--- config.mk ---
export PLATFORM = sky130hd
export DESIGN_NAME = nes_mem_sched
export DESIGN_NICKNAME = d
export VERILOG_FILES = /design/src/rtl/nes_mem_sched.sv
export SDC_FILE = /design/constraint.sdc
export NUM_CORES = 1
export LEC_CHECK = 0
export CAP_MARGIN = 20
export CORE_ASPECT_RATIO = 1.5
export CORE_MARGIN = 3
export CORE_UTILIZATION = 35
export DETAILED_ROUTE_END_ITERATION = 7
export PLACE_DENSITY_LB_ADDON = 0.1
export RECOVER_POWER = 100
export SLEW_MARGIN = 0
export SYNTH_ARGS = -nofsm -noshare
export SYNTH_HDL_FRONTEND = slang
export SYNTH_SLANG_ARGS = --single-unit
--- constraint.sdc ---
create_clock -name clk -period 3.1 [get_ports clk]
set_input_delay 0.775 -clock clk [delete_from_list [all_inputs] [get_ports clk]]
set_output_delay 0.775 -clock clk [all_outputs]
set_load 0.02 [all_outputs]
--- src/rtl/nes_mem_sched.sv ---
// nes_mem_sched: NES/loader/SDRAM slot scheduler with loader FIFO and NES reset hold
//   in : clk, nreset (sync, active-low), downloading, ext_reset,
//        ld_wr/ld_addr/ld_data (loader byte), nes_addr/nes_write/nes_dout (NES access)
//   out: phase/clkref (slot timing), run_nes/reset_nes (NES control),
//        mem_addr/mem_din/mem_we (SDRAM port), ld_count/ld_overflow (FIFO status)
module nes_mem_sched #(
  parameter int AW    = 22,
  parameter int DEPTH = 4
) (
  input  logic                     clk,
  input  logic                     nreset,
  input  logic                     downloading,
  input  logic                     ext_reset,
  input  logic                     ld_wr,
  input  logic [AW-1:0]            ld_addr,
  input  logic [7:0]               ld_data,
  input  logic [AW-1:0]            nes_addr,
  input  logic                     nes_write,
  input  logic [7:0]               nes_dout,
  output logic [1:0]               phase,
  output logic                     clkref,
  output logic                     run_nes,
  output logic                     reset_nes,
  output logic [AW-1:0]            mem_addr,
  output logic [7:0]               mem_din,
  output logic                     mem_we,
  output logic [$clog2(DEPTH):0]   ld_count,
  output logic                     ld_overflow
);
  localparam int PW = $clog2(DEPTH);
  localparam logic [PW:0] FULL = (PW+1)'(DEPTH);
  typedef enum logic [1:0] {RUN, LOAD, DRAIN} state_t;
  state_t          state_q, state_d;
  logic [1:0]      phase_q, phase_d;
  logic            armed_q, armed_d, ovf_q, ovf_d, we_q, we_d;
  logic [AW-1:0]   addr_q, addr_d;
  logic [7:0]      data_q, data_d;
  logic [PW-1:0]   wp_q, wp_d, rp_q, rp_d;
  logic [PW:0]     cnt_q, cnt_d;
  logic [AW+7:0]   fifo_q [DEPTH];
  logic [AW+7:0]   fifo_d [DEPTH];
  logic            p3, pop, push, to_load;
  always_comb begin
    p3      = phase_q == 2'd3;
    // A pop frees a slot in the same cycle, so a full FIFO still accepts a byte then.
    pop     = p3 && cnt_q != '0 && state_q != RUN;
    push    = ld_wr && (cnt_q != FULL || pop);
    phase_d = phase_q + 2'd1;
    wp_d    = push ? wp_q + PW'(1) : wp_q;
    rp_d    = pop ? rp_q + PW'(1) : rp_q;
    cnt_d   = cnt_q + (PW+1)'(push) - (PW+1)'(pop);
    fifo_d  = fifo_q;
    if (push) fifo_d[wp_q] = {ld_addr, ld_data};
    state_d = state_q;
    to_load = 1'b0;
    if (state_q != LOAD && downloading) begin
      state_d = LOAD;
      to_load = 1'b1;
    end else if (state_q == LOAD && !downloading) begin
      state_d = DRAIN;
    end else if (state_q == DRAIN && p3 && cnt_q == '0 && !we_q) begin
      state_d = RUN;
    end
    ovf_d   = (ovf_q && !to_load) || (ld_wr && !push);
    armed_d = armed_q || downloading;
    // Commit window spans exactly one slot: set/cleared only at phase 3.
    we_d    = p3 ? pop : we_q;
    addr_d  = pop ? fifo_q[rp_q][AW+7:8] : addr_q;
    data_d  = pop ? fifo_q[rp_q][7:0] : data_q;
  end
  always_ff @(posedge clk) begin
    if (!nreset) begin
      state_q <= RUN;
      phase_q <= '0;
      armed_q <= 1'b0;
      ovf_q   <= 1'b0;
      we_q    <= 1'b0;
      addr_q  <= '0;
      data_q  <= '0;
      wp_q    <= '0;
      rp_q    <= '0;
      cnt_q   <= '0;
    end else begin
      state_q <= state_d;
      phase_q <= phase_d;
      armed_q <= armed_d;
      ovf_q   <= ovf_d;
      we_q    <= we_d;
      addr_q  <= addr_d;
      data_q  <= data_d;
      wp_q    <= wp_d;
      rp_q    <= rp_d;
      cnt_q   <= cnt_d;
    end
  end
  always_ff @(posedge clk) fifo_q <= fifo_d;
  always_comb begin
    phase       = phase_q;
    clkref      = phase_q[1];
    reset_nes   = ext_reset || state_q != RUN || !armed_q;
    run_nes     = p3 && !reset_nes;
    mem_addr    = state_q != RUN ? addr_q : nes_addr;
    mem_din     = state_q != RUN ? data_q : nes_dout;
    mem_we      = we_q || (nes_write && state_q == RUN);
    ld_count    = cnt_q;
    ld_overflow = ovf_q;
  end
endmodule
==> results.cfg <==
[synthesis]
async_flop_share_pct = 0
synth-seq-cells = 164
synth_top_family_by_area = multiplexers
yosys.area_share.simple_pct = 4.599
yosys.area_share.adder_pct = 2.031
avgSynthCellArea_um2 = 17.41
synthMuxAreaShare_pct = 16.40
synth.top_cells.by_area = edfxtp_1, dfxtp_1, mux4_2
synth_top_area_share_pct = 55.19
synth_largest_area_cell = edfxtp_1
synthFlopType = edfxtp_1
synthXorXnorAreaFrac_pct = 0.1342
netlist_area_um2 = 6529
ys_warn_count = 0
synth-edff-count = 120
synthCells = 375
synth_compound_area_share_pct = 5.404
yosys.cell_types.count = 42
synth_nets = 451
seq_area_frac_synth_pct = 68.69

[sta]
rsz0062_at_grt = false
tightestPinTransition_ps = 2037
min_period_over_period_pct = 95.81
holdWs_ps = 452.5
hold_viol = 0
fmax_mhz = 336.7
layout_setup_ws_ps = 129.9
slew_violations = 40
max-slew-margin-rel_pct = -35.82
period_minus_slack_ps = 2970
setup_viol = 0
tns_ps = 0
skew_ps = 11.43

[cells_and_area]
multiInputGateArea_um2 = 1884
drive_above_1_share_pct = 19.68
instances_no_fill = 752
final.fill_count = 1596
ff_latch_area_um2 = 4487
areaGrowthSynthToFinish_pct = 29.95
fin_nets = 566
postLayoutCoreUtil_pct = 46.89
final_cell_area_um2 = 8484

[clocking]
path_clk_slew_ps = 70
insertion_delay_ps = 420
root_buffer = clkbuf_16
hold_buffers = 0
cts_inserted_buffers = 17
numClockSinks = 164
htree_levels = 4
clockBufferDepth = 2
cts_resized = 0
cts_tree = built

[power]
total_power_mw = 5.328
powerDensity_nw_per_um2 = 628.0
leakage_nw = 2.870
ir_worst_vdd_mv = 0.3078

[critical_path]
r2r_setup_slack_ps = 490
crit_type = flop to output pin
endpoint = mem_addr[17]
arrival_ps = 2200
worstPathMaxFanout = 25
worstPathRequired_ps = 2320
r2r_end = fifo_q[0]
timing.rr.start = phase[1]
cp-end-kind = output pin
cp-start-kind = flop
reg2regPathDepth = 6
crit_start = state_q[0]

[place]
place_ws_ps = 145.4
gp_congestion = 0.6746
dp_hpwl_um = 8345
io_buffers = 105
placed_cells = 718
dpl_cell_area_um2 = 7940

[drt]
drc_errors = 0
drt_iter0_drc = 149
vias_per_cell = 4.824
antenna_left = 0
wl_per_cell_um = 18.02
firstDrtPassIters = 7
vias = 3628
wl_um = 13550

[flow_run]
maxCapViolCount = 1

[die]
num_rows = 60
core-area_um2 = 18090
fp.dieH_um = 173.3
start_util_pct = 36.09
die_w_um = 117.5
die_area_um2 = 20360
ios = 106

[min_path]
hold_path_class = flop to flop

[outcome]
status = finished with violations
violations = capacitance limit, slew limit

[global_route]
grt.overflow.total = 0
grt_pass1_wl_um = 21450
grt_pass1_vias = 3851
antenna_found_initial = 1
grt_max_degree = 40
grt.total_usage_pct = 13.80
==> worst min path at each step <==
stage                from    endpoint  slack [ps]  cells past startpoint
6_report         phase[0]    phase[0]         450                      1
4_1_cts         addr_q[8]   addr_q[8]         460                      2
3_3_place_gp     phase[0]    phase[0]         440                      1
2_1_floorplan     armed_q     armed_q         430                      2
5_1_grt        addr_q[16]  addr_q[16]         480                      2
3_5_place_dp     phase[0]    phase[0]         440                      1
==> critical path, stage by stage (launching register included) <==
cell and delay (ps):
dfxtp_1 370, nor2_4 190, buf_12 210, mux2_2 350, dlygate4sd3_1 650
==> cell type report <==
cell class / count / share of cell area, %
multi-input combinational: 178 / 22.21
inverter: 12 / 0.5604
timing repair buffer: 117 / 13.66
antenna: 1 / 0.02949
clock buffer: 18 / 5.058
sequential: 164 / 52.88
clock inverter: 14 / 1.947
tap: 248 / 3.657
==> cell usage after synthesis (2+ instances only) <==
master / count
edfxtp_1: 120
dfxtp_1: 44
nand2_1: 35
mux2_2: 30
o2bb2ai_1: 30
mux4_2: 20
inv_1: 10
mux4_1: 10
ha_1: 9
nor2_1: 9
buf_2: 8
and2_1: 7
clkbuf_1: 7
a21oi_1: 3
buf_6: 3
a21boi_0: 2
mux2i_1: 2
o31ai_1: 2
==> state kept, by name, indices dropped and copies added (netlist names), 2 cells and up <==
| name | count |
|---|---|
| fifo_q | 120 |
| addr_q | 22 |
| wp_q | 2 |
| rp_q | 2 |
| phase | 2 |
| data_q | 8 |
| ld_count | 3 |
| state_q | 2 |
==> logic make-up (layout without fill, tap and decap cells) <==
kind of cell / Yosys count / count (layout)
AO/OA/AOI/OAI: 43 / 43
XOR/XNOR: 1 / 1
adder cells (fa/ha/maj): 10 / 10
buffers and inverters: 33 / 161
flip-flops: 164 / 164
multiplexers: 62 / 62
other: 0 / 1
AND/OR/NAND/NOR: 62 / 62
==> per-layer routing <==
layer  share of wire, %  track usage [%]
met5                  0                0
met3                3.8            3.754
met1                 41            15.90
met4                1.1            4.548
met2                 54            24.83
==> placed cells by master, fill, tap and decap left out, types with 2 or more instances in the layout <==
cell type        instances
ha_1                     9
o2bb2ai_1               30
mux4_2                  20
clkbuf_4                 2
clkdlybuf4s50_1         55
clkbuf_16               17
mux2i_1                  2
bufinv_16                2
nor3_4                   2
and2_1                   2
inv_6                    4
and2_0                   4
inv_1                   11
inv_8                    3
mux4_1                  10
dfxtp_1                 42
mux2_2                  30
nor2_4                   2
clkbuf_1                 5
edfxtp_1               120
dlygate4sd3_1           49
nand2_1                 35
a21oi_1                  3
o31ai_1                  2
a21boi_0                 2
clkinv_4                 2
nor2_1                   7
buf_12                   3
buf_4                    3
clkinvlp_4               2
dfxtp_2                  2
==> timing repair <==
item | in CTS | in global routing
setup buffers | 0 | 1
pin swaps | 1 | 1
cloned | 0 | 0
setup endpoints to repair | 2 | 24
==> power breakdown <==
group	internal, mW	leakage, nW	switching, mW	total [mW]
registers	2.52	1.46	0.0547	2.58
clock network	1.21	0.285	0.886	2.10
logic	0.317	1.13	0.336	0.652
Note: power is estimated with default switching activity, not from simulation.
